===== src/rtl/cam_cfg_pkg.sv =====
// Shared types and helpers for the camera boot-time register loader.
package cam_cfg_pkg;

  typedef enum logic [3:0] {
    S_IDLE,
    S_FETCH,
    S_LATCH,
    S_WAIT_IDLE,
    S_REQ,
    S_WAIT_BUSY,
    S_WAIT_DONE,
    S_CHECK,
    S_RETRY,
    S_DELAY,
    S_DONE,
    S_ERROR
  } state_t;

  typedef enum logic [1:0] {
    E_WRITE,
    E_DELAY,
    E_END
  } entry_t;

  localparam logic [7:0] TBL_END_SUB  = 8'hFF;
  localparam logic [7:0] TBL_END_DATA = 8'hFF;

  function automatic int unsigned ms_div(input int unsigned clk_freq);
    return clk_freq / 1000;
  endfunction

  // sub_addr FF is reserved: FF/FF ends the table, FF/nn waits nn ms.
  function automatic entry_t entry_kind(input logic [15:0] e);
    if (e[15:8] != TBL_END_SUB) return E_WRITE;
    if (e[7:0] == TBL_END_DATA) return E_END;
    return E_DELAY;
  endfunction

endpackage


===== src/rtl/cam_cfg_sequencer.sv =====
// Walks the camera register table and issues each entry as one I2C write
// via the driver's ena/busy handshake, with ms delays, retry and timeout.
module cam_cfg_sequencer
  import cam_cfg_pkg::*;
#(
  parameter int unsigned CLK_FREQ     = 50000000,
  parameter logic [7:0]  DEV_ADDR     = 8'h42,
  parameter int unsigned TBL_AW       = 8,
  parameter int unsigned MAX_RETRY    = 3,
  parameter int unsigned BUSY_TIMEOUT = 200000
) (
  input  logic              clk,
  input  logic              rst_n,
  input  logic              start,
  output logic [TBL_AW-1:0] tbl_addr,
  input  logic [15:0]       tbl_data,
  output logic              i2c_ena,
  output logic [7:0]        i2c_addr,
  output logic              i2c_rw,
  output logic [7:0]        i2c_sub_addr,
  output logic [7:0]        i2c_data_wr,
  input  logic              i2c_busy,
  input  logic              i2c_ack_err,
  output logic              busy,
  output logic              done,
  output logic              error,
  output logic [TBL_AW-1:0] err_index
);

  localparam int unsigned MS_CYC = ms_div(CLK_FREQ);
  localparam int PW = (MS_CYC > 1)       ? $clog2(MS_CYC)        : 1;
  localparam int TW = (BUSY_TIMEOUT > 1) ? $clog2(BUSY_TIMEOUT)  : 1;
  localparam int RW = (MAX_RETRY > 0)    ? $clog2(MAX_RETRY + 1) : 1;
  localparam logic [TBL_AW-1:0] LAST_IDX = '1;

  state_t            state;
  logic [TBL_AW-1:0] index;
  logic [RW-1:0]     retry;
  logic [PW-1:0]     pre;
  logic [TW-1:0]     tmo;
  logic [7:0]        ms_left;
  logic              busy_m, busy_s, err_m, err_s;

  assign tbl_addr = index;
  assign i2c_addr = DEV_ADDR;
  assign i2c_rw   = 1'b0;

  // Driver signals are not timed to clk. busy resets high so nothing is
  // requested before the synchroniser has seen the driver's real level.
  always_ff @(posedge clk) begin
    if (!rst_n) begin
      busy_m <= 1'b1;
      busy_s <= 1'b1;
      err_m  <= 1'b0;
      err_s  <= 1'b0;
    end else begin
      busy_m <= i2c_busy;
      busy_s <= busy_m;
      err_m  <= i2c_ack_err;
      err_s  <= err_m;
    end
  end

  always_ff @(posedge clk) begin
    if (!rst_n) begin
      state        <= S_IDLE;
      index        <= '0;
      retry        <= '0;
      pre          <= '0;
      tmo          <= '0;
      ms_left      <= '0;
      i2c_ena      <= 1'b0;
      i2c_sub_addr <= '0;
      i2c_data_wr  <= '0;
      busy         <= 1'b0;
      done         <= 1'b0;
      error        <= 1'b0;
      err_index    <= '0;
    end else begin
      case (state)
        S_IDLE: begin
          if (start) begin
            done      <= 1'b0;
            error     <= 1'b0;
            err_index <= '0;
            index     <= '0;
            retry     <= '0;
            busy      <= 1'b1;
            state     <= S_FETCH;
          end
        end

        S_FETCH: state <= S_LATCH;

        S_LATCH: begin
          i2c_sub_addr <= tbl_data[15:8];
          i2c_data_wr  <= tbl_data[7:0];
          // The last slot is never executed: running off the table ends it.
          if (index == LAST_IDX || entry_kind(tbl_data) == E_END) begin
            done  <= 1'b1;
            busy  <= 1'b0;
            state <= S_DONE;
          end else if (entry_kind(tbl_data) == E_DELAY) begin
            if (tbl_data[7:0] == 8'd0) begin
              index <= index + TBL_AW'(1);
              state <= S_FETCH;
            end else begin
              ms_left <= tbl_data[7:0];
              pre     <= '0;
              state   <= S_DELAY;
            end
          end else begin
            state <= S_WAIT_IDLE;
          end
        end

        S_WAIT_IDLE: if (!busy_s) state <= S_REQ;

        S_REQ: begin
          i2c_ena <= 1'b1;
          tmo     <= '0;
          state   <= S_WAIT_BUSY;
        end

        S_WAIT_BUSY: begin
          if (busy_s) begin
            i2c_ena <= 1'b0;
            state   <= S_WAIT_DONE;
          end else if (tmo == TW'(BUSY_TIMEOUT - 1)) begin
            i2c_ena <= 1'b0;
            state   <= S_RETRY;
          end else begin
            tmo <= tmo + TW'(1);
          end
        end

        S_WAIT_DONE: if (!busy_s) state <= S_CHECK;

        // ack_err is sticky in the driver until its next start, so it is
        // only meaningful once the transaction has fully finished.
        S_CHECK: begin
          if (err_s) begin
            state <= S_RETRY;
          end else begin
            retry <= '0;
            index <= index + TBL_AW'(1);
            state <= S_FETCH;
          end
        end

        S_RETRY: begin
          if (retry < RW'(MAX_RETRY)) begin
            retry <= retry + RW'(1);
            state <= S_WAIT_IDLE;
          end else begin
            error     <= 1'b1;
            err_index <= index;
            busy      <= 1'b0;
            state     <= S_ERROR;
          end
        end

        S_DELAY: begin
          if (pre == PW'(MS_CYC - 1)) begin
            pre     <= '0;
            ms_left <= ms_left - 8'd1;
            if (ms_left == 8'd1) begin
              index <= index + TBL_AW'(1);
              state <= S_FETCH;
            end
          end else begin
            pre <= pre + PW'(1);
          end
        end

        S_DONE:  state <= S_IDLE;
        S_ERROR: state <= S_IDLE;
        default: state <= S_IDLE;
      endcase
    end
  end

endmodule


===== config.mk =====
export PLATFORM = sky130hd
export DESIGN_NAME = cam_cfg_sequencer
export DESIGN_NICKNAME = d
export VERILOG_FILES = /design/src/rtl/cam_cfg_pkg.sv /design/src/rtl/cam_cfg_sequencer.sv
export SDC_FILE = /design/constraint.sdc
export NUM_CORES = 1
export LEC_CHECK = 0
export ABC_AREA = 1
export BUFFER_PORTS_ARGS = -buffer_cell sky130_fd_sc_hd__buf_2
export CORE_AREA = 2 2 174 91
export DETAILED_ROUTE_END_ITERATION = 16
export DIE_AREA = 0 0 176 93
export PLACE_DENSITY = 0.61
export SYNTH_ARGS = -nofsm -noshare
export SYNTH_HDL_FRONTEND = slang
export SYNTH_SLANG_ARGS = --single-unit

===== constraint.sdc =====
create_clock -name clk -period 4.7 [get_ports clk]
set_input_delay 0.47 -clock clk [delete_from_list [all_inputs] [get_ports clk]]
set_output_delay 0.47 -clock clk [all_outputs]
set_load 0.01 [all_outputs]

# Word level (Yosys, flattened, before mapping)
# Index checks and enable logic that the tools add are counted.
[totals] ff_bits=88 in_bits=21
[op_classes] add_sub_neg=5 magnitude_cmp=1 eq_ne=33 mux=77 reduce_logical=20
[op_table] operator="8-bit two-way mux" n=12
[op_table] operator="16-bit two-way mux" n=4
[op_table] operator="4-bit two-way mux" n=12
[op_table] operator="4-bit case mux with 10 select lines" n=1
[op_table] operator="18-bit two-way mux" n=2
[op_table] operator="18-bit case mux with 2 select lines" n=1
[op_table] operator="16-bit case mux with 2 select lines" n=1
[op_table] operator="8-bit case mux with 2 select lines" n=2
[op_table] operator="8-bit case mux with 4 select lines" n=1
[op_table] operator="2-bit inequality test, second input constant" n=15
[op_table] operator="2-bit two-way mux" n=14
[op_table] operator="1-bit two-way mux" n=22
[op_table] operator="18-bit by 1-bit adder with 18-bit output, second input constant" n=1
[op_table] operator="18-bit equality test, second input constant" n=1
[op_table] operator="16-bit by 1-bit adder with 16-bit output, second input constant" n=1
[op_table] operator="16-bit equality test, second input constant" n=1
[op_table] operator="4-bit by 3-bit equality test with 1-bit output, second input constant" n=4
[op_table] operator="8-bit equality test, second input constant" n=2
[op_table] operator="4-bit AND reduction" n=3
[op_table] operator="3-bit AND reduction" n=3
[op_table] operator="8-bit by 1-bit adder with 8-bit output, second input constant" n=1
[op_table] operator="4-bit by 2-bit equality test with 1-bit output, second input constant" n=2
[op_table] operator="4-bit equality test, second input constant" n=2
[op_table] operator="8-bit by 1-bit equality test with 1-bit output, second input constant" n=1
[op_table] operator="21 further kinds" n=27

# Depth between registers and ports, before layout
[depth] word_depth=29 mapped_depth=11

# Worst setup path before layout
# No wires, ideal clock.
[synth_timing] kind="reg2reg" startpoint="reg tmo[0]" endpoint="reg tmo[15]" setup_time_ns=0.132 t_arrival_ns=1.602 required_time_ns=4.568 setup_slack_ns=2.966 stages_incl_launch_ff=10 path_buffers=1 period_less_slack_ns=1.734 cell_sequence="dfxtp_1 -> ha_1 -> nand3_1 -> nor2_1 -> nand4_1 -> nand3_1 -> clkinv_1 -> buf_2 -> nand2_1 -> a21oi_1"
[synth_via] elab_chain_len=4 word_cells_on_any_way=7 classes_between="add/sub: 1; eq/ne: 2; mux: 3; reduce/logical: 1"
[synth_lines] item="start, declared" line="cam_cfg_sequencer.sv:40" rtl="logic [TW-1:0] tmo;"
[synth_lines] item="start signal, assigned" line="cam_cfg_sequencer.sv:133" rtl="tmo <= tmo + TW'(1);"
[synth_lines] item="18-bit by 1-bit adder with 18-bit output" line="cam_cfg_sequencer.sv:133"
[synth_lines] item="18-bit two-way mux" line="cam_cfg_sequencer.sv:129" rtl="end else if (tmo == TW'(BUSY_TIMEOUT - 1)) begin"
[synth_lines] item="18-bit two-way mux" line="cam_cfg_sequencer.sv:126" rtl="if (busy_s) begin"
[synth_lines] item="18-bit case mux with 2 select lines" line="cam_cfg_sequencer.sv:80" rtl="case (state)"
# Parallel ways exist; a longest one is shown, timed or not. The select of a mux whose other input is x is not followed.
# A chain may end at the register's enable or synchronous reset.

# Final worst setup path
[layout_timing] startpoint="reg state[0]" endpoint="reg index[5] (netlist: tbl_addr[5])"
[layout_via] elab_chain_len=3 word_cells_on_any_way=14 classes_between="eq/ne: 10; mux: 1; reduce/logical: 3"
[layout_lines] item="start, declared" line="cam_cfg_sequencer.sv:36" rtl="state_t state;"
[layout_lines] item="start signal, assigned" line="cam_cfg_sequencer.sv:66" rtl="state <= S_IDLE;"
[layout_lines] item="start signal, assigned" line="cam_cfg_sequencer.sv:89" rtl="state <= S_FETCH;"
[layout_lines] item="start signal, assigned" line="cam_cfg_sequencer.sv:93" rtl="S_FETCH: state <= S_LATCH;"
[layout_lines] item="4-bit equality test, or another cell as far along" line="cam_cfg_sequencer.sv:80"
[layout_lines] item="4-bit nonzero test (no source line) or 2-bit inequality test (tied branches)"
[layout_lines] item="8-bit AND reduction (no source line)"
[layout_lines] item="end signal, assigned" line="cam_cfg_sequencer.sv:105" rtl="index <= index + TBL_AW'(1);"
[layout_lines] item="end signal, assigned" line="cam_cfg_sequencer.sv:146" rtl="index <= index + TBL_AW'(1);"
[layout_lines] item="end signal, assigned" line="cam_cfg_sequencer.sv:168" rtl="index <= index + TBL_AW'(1);"
[layout_lines] item="end, declared" line="cam_cfg_sequencer.sv:37" rtl="logic [TBL_AW-1:0] index;"
# Parallel ways exist; a longest one is shown, timed or not.

==> summary.md <==
| Metric | Value |
|---|---|
| Library cells used by synthesis | 36 |
| Type of the worst min-delay path | in2reg |
| Worst slack after detailed placement | 1.875 ns |
| Highest Clock Rate | 350.5 MHz |
| Worst slew margin | 54.11% |
| Yosys warnings | 0 |
| Cell Rows | 32 |
| CTS HTree Levels | 3 |
| Initial DRC count | 398 |
| Depth of the worst hold-timing path | 3 |
| Vias | 4992 |
| Critical Path Source Type | flip-flop |
| Syn Inst Count | 793 |
| Total Wirelength | 13.96 mm |
| Core occupancy in the finished layout | 38.48% |
| Root cell of the clock tree | clkbuf_16 |
| First drt pass iteration count | 5 |
| Antenna diode count | 0 |
| Detailed placer's ending HPWL | 10.28 mm |
| Mean Syn Cell Area | 6.385 sq um |
| Starting density of the core | 33.91% |
| Commonest non-fill, non-tap cell in the layout | nand2_1 |
| Largest driver fanout on the critical path | 20 |
| Critical path's most frequent cell | nand2_1 |
| Amount of wire on met2 after detailed routing | 4.477 mm |
| X dimension of the die | 176 um |
| Number of pins with negative max-slew slack in the final report | 0 |
| Share of post-route cells with drive strength above 1 | 12.00% |
| Endpoint type of the worst setup path | flip-flop |
| Full die area | 16370 sq um |
| First-pass GRT wire length | 23.15 mm |
| Minimum hold slack | 0.3086 ns |
| Lkg Pwr | 2.400 nW |
| Pin count of the biggest net entering global routing | 41 |
| CP peak stage delay | 0.67 ns |
| Remaining number of nets flagged by the antenna check after routing | 0 |
| CP cell instances | nor2_2 > nand2_1 > clkinv_1 > o21ai_2 > nand2_1 > nor2_8 > nand3_4 > nand2_1 > a21oi_1 |
| WL/cell | 13.35 um |
| Tcrit/Tclk final | 60.70% |
| Number of enable flip-flop cells after synthesis | 0 |
| Clock skew | 0.006274 ns |
| Transition time at the pin with the least slew margin | 0.6841 ns |
| Die extent in y | 93 um |
| P&R area growth vs syn | 13.49% |
| Post-layout net count | 864 |
| Input/output buffers | 56 |
| Number of buffers between clock root and the deepest sink | 2 |
| Number of buffers added for setup after CTS | 0 |
| Uppermost layer routed | met4 |
| Top FF cell, synth | dfxtp_1 |
| Initial antenna violation count | 0 |
| Quantity of hold-fixing buffers added after cts | 0 |
| Post-Route Setup TNS | 0 ns |
| RSZ-0062 raised after global routing | false |
| CP Data Arrival Time | 3.06 ns |
| Shortest period the worst path allows | 2.853 ns |
| Cts repair resizes | 0 |
| Length in cells of the worst reg-to-reg path | 9 |
| CP max-delay cell | clkinv_1 |
| Power density relative to cell area | 398.3 nW/um^2 |
| Leftover overflow at the end of global routing | 0 |
| DRC viols | 0 |
| Clock slew at the register clock pins of the worst setup and hold paths | 0.07 ns |
| All-Layer GR Usage | 17.75% |
| WL met3 | 1.326 mm |
| Vias per Instance | 4.772 |
| Total standard cell area after synthesis | 5064 sq um |
| Max IR drop VDD | 0.2193 mV |
| Slack of the worst reg-to-reg path | 1.85 ns |
| Run status | complete, no violations |
| WL met1 | 8.107 mm |
| Least setup slack across all paths after layout | 1.847 ns |
| Final Wtd Congestion | 0.9364 |
| Clock insertion delay at the later pin of the skew report | 0.34 ns |
| Vias in the first global route | 4347 |
| Count of maximum capacitance violations | 0 |
| Count of final hold-check violations | 0 |
| Clk sinks | 88 |
| Inserted Clock Buffers | 9 |
| Share of the yosys chip area belonging to registers | 34.79% |
| # setup viols final | 0 |
| Number of primary I/O pins | 66 |
| FF+latch count, synth | 88 |
| Data required, critical path | 4.91 ns |
| Proportion of register bits with asynchronous set or reset after synthesis | 0% |
| Category of the critical setup timing path | reg2reg |
| Most frequent cells in the layout | nand2_1, nor2_1, dfxtp_1 |
| Clock tree from TritonCTS | done |
| Core Footprint | 14930 sq um |
worst max-delay path, delay by kind of cell (launching register included):
family                 cells  cell delay [ns]
AOI/OAI and AO/OA          2             0.34
buffers and inverters      1             0.67
DFF                        1             0.51
and+or+nand+nor            6             1.19
power by group:
group	internal [mW]	switching, mW	leakage, nW
Combinational	0.214	0.451	1.54
Sequential	0.824	0.0703	0.712
Clock	0.426	0.303	0.145
metrics by stage:
| stage | instances | instance area (sq um) | power, mW |
|---|---|---|---|
| after floorplan | 800 | 5090 | 1.367 |
| after global placement | 1030 | 5448 | 1.560 |
| after detailed placement | 1030 | 5448 | 1.561 |
| after CTS | 1046 | 5747 | 2.301 |
| after global routing | 1046 | 5747 | 2.443 |
| final | 1046 | 5747 | 2.289 |
registers in the layout, summed over array words and instances (netlist names), 2 cells and up:
register and count:
tmo 18, pre 16, err_index 8, i2c_data_wr 8, i2c_sub_addr 8, ms_left 8
tbl_addr 8, state 4, retry 2
logic make-up (layout without fill, tap and decap cells):
group | Yosys count | in the layout | synth area share, %
buffers and inverters | 107 | 149 | 9.365
other | 2 | 9 | 0.1483
adder cells (fa/ha/maj) | 6 | 6 | 1.483
XOR/XNOR | 19 | 19 | 3.286
flip-flops | 88 | 88 | 34.79
AO/OA/AOI/OAI | 102 | 102 | 10.70
AND/OR/NAND/NOR | 469 | 469 | 40.23
routing by layer:
layer | track usage (%) | vias up
met1 | 29.83 | 2202
li1 | - | 2603
met5 | 0 | -
met4 | 2.479 | 0
met3 | 6.057 | 4
met2 | 20.37 | 183
final timing paths:
kind	to	startpoint
setup / recovery	tbl_addr[5]$_SDFFE_PN0P_	state[0]$_SDFFE_PN0P_
hold / removal	err_m$_SDFF_PN0_	i2c_ack_err
setup reg to reg	tbl_addr[5]$_SDFFE_PN0P_	state[0]$_SDFFE_PN0P_
hold reg to reg	err_s$_SDFF_PN0_	err_m$_SDFF_PN0_
area by class of cell:
type / count / area (sq um)
Clock buffer: 11 / 242.7
Inverter: 75 / 281.5
Tap cell: 204 / 255.2
Multi-Input combinational cell: 605 / 2854
Clock inverter: 5 / 56.30
Timing Repair Buffer: 58 / 295.3
Sequential cell: 88 / 1762
Fill cell: 1613 / 9188
cells in the mapped netlist (4+ instances only):
cell      count  area [sq um]
nand3_1      53         265.3
clkbuf_1     13         48.80
dfxtp_1      88          1762
nand2_1     227         852.1
inv_2         4         15.01
nor2_2        4         25.02
xnor2_1       6         52.55
o21ai_0      30         150.1
nand4_1      25         156.4
nand2_4       4         45.04
nor2_1      134         503.0
a21oi_1      64         320.3
inv_1        68         255.2
xor2_1       13         113.9
nor3_1        7         35.03
buf_2         4         20.02
buf_4        12         90.09
ha_1          6         75.07
No activity file was read; power rests on OpenSTA's default activity.
